[config.mk]
export PLATFORM = sky130hd
export DESIGN_NAME = ctrl_pipe
export DESIGN_NICKNAME = d
export VERILOG_FILES = /design/src/rtl/ctrl_pipe.sv
export SDC_FILE = /design/constraint.sdc
export NUM_CORES = 1
export LEC_CHECK = 0
export BUFFER_PORTS_ARGS = -buffer_cell sky130_fd_sc_hd__buf_2
export CAP_MARGIN = 40
export CORE_ASPECT_RATIO = 1.1
export CORE_MARGIN = 1
export CORE_UTILIZATION = 55
export CTS_CLUSTER_DIAMETER = 100
export DETAILED_ROUTE_END_ITERATION = 10
export PLACE_DENSITY = 0.94
export RECOVER_POWER = 25
export SLEW_MARGIN = 20
export SYNTH_ARGS = -nofsm -noshare
export SYNTH_HDL_FRONTEND = slang
export SYNTH_SLANG_ARGS = --single-unit
[constraint.sdc]
create_clock -name clk_i -period 5.45 [get_ports clk_i]
set_input_delay 1.635 -clock clk_i [delete_from_list [all_inputs] [get_ports clk_i]]
set_output_delay 1.635 -clock clk_i [all_outputs]
set_load 0.01 [all_outputs]
[src/rtl/ctrl_pipe.sv]
// Control-bundle pipeline from ID through WB: carries decode controls, resolves the
// EX destination, and produces the load-use stall and EX-stage forwarding selects.
module ctrl_pipe #(
  parameter int unsigned REG_W = 5
) (
  input  logic             clk_i,
  input  logic             rst_i,
  input  logic             RegDst_i,
  input  logic [1:0]       ALUOp_i,
  input  logic             ALUSrc_i,
  input  logic             MemRead_i,
  input  logic             MemWrite_i,
  input  logic             RegWrite_i,
  input  logic             MemToReg_i,
  input  logic [REG_W-1:0] IDrs_i,
  input  logic [REG_W-1:0] IDrt_i,
  input  logic [REG_W-1:0] IDrd_i,
  input  logic             Flush_i,
  output logic             Stall_o,
  output logic [1:0]       ALUOp_o,
  output logic             ALUSrc_o,
  output logic             MemRead_o,
  output logic             MemWrite_o,
  output logic             RegWrite_o,
  output logic             MemToReg_o,
  output logic [REG_W-1:0] WBdst_o,
  output logic [1:0]       ForwardA_o,
  output logic [1:0]       ForwardB_o
);

  logic             ex_reg_dst;
  logic [1:0]       ex_alu_op;
  logic             ex_alu_src;
  logic             ex_mem_read;
  logic             ex_mem_write;
  logic             ex_reg_write;
  logic             ex_mem_to_reg;
  logic [REG_W-1:0] ex_rs;
  logic [REG_W-1:0] ex_rt;
  logic [REG_W-1:0] ex_rd;
  logic [REG_W-1:0] ex_dst;

  logic             mem_mem_read;
  logic             mem_mem_write;
  logic             mem_reg_write;
  logic             mem_mem_to_reg;
  logic [REG_W-1:0] mem_dst;

  logic             wb_reg_write;
  logic             wb_mem_to_reg;
  logic [REG_W-1:0] wb_dst;

  logic             bubble;

  assign ex_dst = ex_reg_dst ? ex_rd : ex_rt;

  // Conservative: compares against rt even when the ID instruction does not read it.
  always_comb begin
    Stall_o = 1'b0;
    if (ex_mem_read && (ex_dst != '0) && ((ex_dst == IDrs_i) || (ex_dst == IDrt_i)))
      Stall_o = 1'b1;
  end

  always_comb begin
    ForwardA_o = 2'b00;
    if (mem_reg_write && (mem_dst != '0) && (mem_dst == ex_rs))
      ForwardA_o = 2'b10;
    else if (wb_reg_write && (wb_dst != '0) && (wb_dst == ex_rs))
      ForwardA_o = 2'b01;
  end

  always_comb begin
    ForwardB_o = 2'b00;
    if (mem_reg_write && (mem_dst != '0) && (mem_dst == ex_rt))
      ForwardB_o = 2'b10;
    else if (wb_reg_write && (wb_dst != '0) && (wb_dst == ex_rt))
      ForwardB_o = 2'b01;
  end

  // Stall and flush together still collapse into one bubble.
  assign bubble = Stall_o | Flush_i;

  always_ff @(posedge clk_i or negedge rst_i) begin
    if (!rst_i) begin
      ex_reg_dst     <= 1'b0;
      ex_alu_op      <= '0;
      ex_alu_src     <= 1'b0;
      ex_mem_read    <= 1'b0;
      ex_mem_write   <= 1'b0;
      ex_reg_write   <= 1'b0;
      ex_mem_to_reg  <= 1'b0;
      ex_rs          <= '0;
      ex_rt          <= '0;
      ex_rd          <= '0;
      mem_mem_read   <= 1'b0;
      mem_mem_write  <= 1'b0;
      mem_reg_write  <= 1'b0;
      mem_mem_to_reg <= 1'b0;
      mem_dst        <= '0;
      wb_reg_write   <= 1'b0;
      wb_mem_to_reg  <= 1'b0;
      wb_dst         <= '0;
    end else begin
      if (bubble) begin
        ex_reg_dst    <= 1'b0;
        ex_alu_op     <= '0;
        ex_alu_src    <= 1'b0;
        ex_mem_read   <= 1'b0;
        ex_mem_write  <= 1'b0;
        ex_reg_write  <= 1'b0;
        ex_mem_to_reg <= 1'b0;
        ex_rs         <= '0;
        ex_rt         <= '0;
        ex_rd         <= '0;
      end else begin
        ex_reg_dst    <= RegDst_i;
        ex_alu_op     <= ALUOp_i;
        ex_alu_src    <= ALUSrc_i;
        ex_mem_read   <= MemRead_i;
        ex_mem_write  <= MemWrite_i;
        ex_reg_write  <= RegWrite_i;
        ex_mem_to_reg <= MemToReg_i;
        ex_rs         <= IDrs_i;
        ex_rt         <= IDrt_i;
        ex_rd         <= IDrd_i;
      end
      mem_mem_read   <= ex_mem_read;
      mem_mem_write  <= ex_mem_write;
      mem_reg_write  <= ex_reg_write;
      mem_mem_to_reg <= ex_mem_to_reg;
      mem_dst        <= ex_dst;
      wb_reg_write   <= mem_reg_write;
      wb_mem_to_reg  <= mem_mem_to_reg;
      wb_dst         <= mem_dst;
    end
  end

  assign ALUOp_o    = ex_alu_op;
  assign ALUSrc_o   = ex_alu_src;
  assign MemRead_o  = mem_mem_read;
  assign MemWrite_o = mem_mem_write;
  assign RegWrite_o = wb_reg_write;
  assign MemToReg_o = wb_mem_to_reg;
  assign WBdst_o    = wb_dst;

endmodule

==> run summary <==
status: finished with violations
failing checks: max-capacitance violations, max-slew violations
hold depth: 0
Post-synth EDFFs: 0
grt total ovfl: 0
peak supply drop: 238.5 uV
CTS tree: built
f_max: 238.1 MHz
drt drc: 0
GR peak layer: met2
Clk Latency, worst-skew pair: 0.34 ns
nets@finish: 198
distinct cell type count after synthesis: 18
actual slew at the worst max-slew pin: 1.777 ns
Final Non-Filler Cells: 206
Die W: 54.19 um
TNS Setup: 0 ns
Clock Power Share: 0.291
endpoint required time on the critical path: 3.82 ns
Port-buffer cells: 42
Post-DP Area: 0.001869 mm2
met1 GRT Util: 0.2612
post-synth top area cell: dfrtp_1
detailed-route wire length: 3050 um
core area: 0.002803 mm2
Syn Std Cell Area: 0.001648 mm2
Worst Setup Start Kind: input pin
crit path DAT: 2.56 ns
Syn Area/Cell: 13.08 um2
most common library cells after synthesis: 39 x dfrtp_1, 23 x nor3b_1, 18 x xor2_1, 12 x xnor2_1, 5 x inv_1
critical path class: input pin to output pin
Buffers & Inverters on Critical Path: 2
Slew Viols, Final: 36
CP Capture Type: output pin
M2 GR Usage: 0.3746
Die Y: 59.41 um
Synth Register Bits: 39
sinks on the clock net: 39
CP delay by family, top: simple AND/OR/NAND/NOR gates
H-tree levels: 2
Final Util: 0.6897
worst hold slack: 0.3565 ns
Final min period: 4.199 ns
post-synth top area share: 0.5923
most prevalent standard cell on the critical path: buf_2
Routed Antenna Nets: 0
Combinational Power Share: 0.132
part of the power in registers: 0.578
Final Setup Violations: 0
1st-iter DRT viols: 17
worst hold path type: register to register
CP max stage delay: 0.21 ns
post-synthesis cell count: 126
Slew HR: -0.1845
final instance area: 0.001933 mm2
Ys Warns: 0
Sw Ratio: 0.2488
vias in the first global route: 1,128
R2R cell count: 7
pre-CTS setup slack: 1.259 ns
met3 Usage GRT: 0.07692
Final Hold Fails: 0
area of the die: 0.003219 mm2
final worst-path cycle share: 0.7705
clk_skew: 0.004971 ns
largest net degree at the start of global routing: 40
critical path depth: 6
DR WL/cell: 14.81 um
pwr/cell area: 287.8 mW/mm2
Tot Pwr: 0.5564 mW
hold buffer count at CTS: 0
clock-pin slew on the worst setup and hold paths: 0.10 ns
Worst Setup Slack, final: 1.251 ns
sw power: 0.1384 mW
Power Internal: 0.4180 mW
critical path peak fanout: 2
Root Driver: clkbuf_4
asr flop ratio synth: 1.000
post-detail-place hpwl: 2226 um
vias after detailed routing: 1,111
Primary FF master, synth: dfrtp_1
most frequent cell after synthesis: dfrtp_1
total CTS buffers: 5
worst path cell trace: buf_2, xnor2_1, nor3_1, nand3_1, a21oi_4, buf_2
row count: 20
DR vias/cell: 5.393
Area Growth Syn to Fin: 17.31%
Top Ports: 43
post-synthesis net count: 152
total track usage: 0.2210
initial antenna violation count: 0
Slowest-stage cell, CP: nor3_1
max_cap viols: 1
post-CTS setup buffer count: 0
GP Congestion: 0.7546
Resized cells post-CTS: 0
DRT Pass-1 Iters: 4
n_diodes: 0
Initial Util: 0.5879
Seq/Total Area, Yosys: 0.5923
main area contributors after synthesis: dfrtp_1 59%, nor3b_1 10%, xor2_1 9.6%
first-pass GRT wire length: 4878 um
share of layout cells above drive strength 1: 0.2890
# placed instances: 197
CTS Buffer Depth: 2
Leak: 0.9740 nW
unrepaired setup endpoints after global routing: no
==> worst paths after layout <==
path,start,end,slack [ns]
max in group asynchronous,rst_i,ex_rd[2]$_DFF_PN0_,2.41
worst max-delay path,IDrs_i[2],Stall_o,1.25
min in group asynchronous,rst_i,RegWrite_o$_DFF_PN0_,1.11
worst max register to register,ex_reg_dst$_DFF_PN0_,ex_rd[4]$_DFF_PN0_,3.32
worst min-delay path,ex_mem_write$_DFF_PN0_,MemWrite_o$_DFF_PN0_,0.36
worst min register to register,ex_mem_write$_DFF_PN0_,MemWrite_o$_DFF_PN0_,0.36
==> power groups by stage <==
stage	registers (mW)	logic (mW)	clock network [mW]
2_1_floorplan	0.327	0.0436	0
3_3_place_gp	0.327	0.0705	0
3_5_place_dp	0.328	0.0744	0
4_1_cts	0.322	0.0748	0.166
5_1_grt	0.324	0.0821	0.176
6_report	0.322	0.0732	0.162
==> cell families (layout without fill, tap and decap cells) <==
group                  Yosys count  in the layout  synth area share
AO/OA/AOI/OAI                    4              4           0.01898
XOR/XNOR                        30             30            0.1595
buffers and inverters           10             57           0.03417
flip-flops                      39             39            0.5923
multiplexers                     5              5           0.03493
AND/OR/NAND/NOR                 38             38            0.1602
==> cell type report <==
type	count	area, um2
flip-flops and latches	39	975.9
fillers	215	869.6
multi-input cells	77	608.1
repair buffers	44	220.2
clock buffers	8	68.82
well taps	33	41.29
inverters	5	18.77
==> layout by cell type (no fill, tap or decap) <==
cell	synthesis	final
dfrtp_1	39	39
a21oi_4	1	1
clkbuf_4	0	5
nand3_1	4	4
nand4_1	1	1
buf_2	0	41
buf_4	1	1
xnor2_1	12	12
o21ai_0	1	1
nor4_1	4	4
nor3b_1	23	23
or4_1	4	4
nor3_1	2	2
clkbuf_1	2	3
xor2_1	18	18
o21ai_1	2	2
clkbuf_8	0	2
mux2i_1	3	5
inv_1	5	5
==> layer usage <==
layer	routed length, um	share of wire
met5	0	0
met4	42	0.014
met3	190	0.062
met2	1607	0.53
met1	1210	0.40
==> worst reg2reg max path: cells and delay by family (launching register included) <==
kind	cells	cell delay [ns]
simple gates	3	0.46
mux	1	0.47
buf+inv	1	0.27
flops	1	0.51
xor+xnor	1	0.13
compound gates	1	0.17
Power figures use the tool's default switching activity.
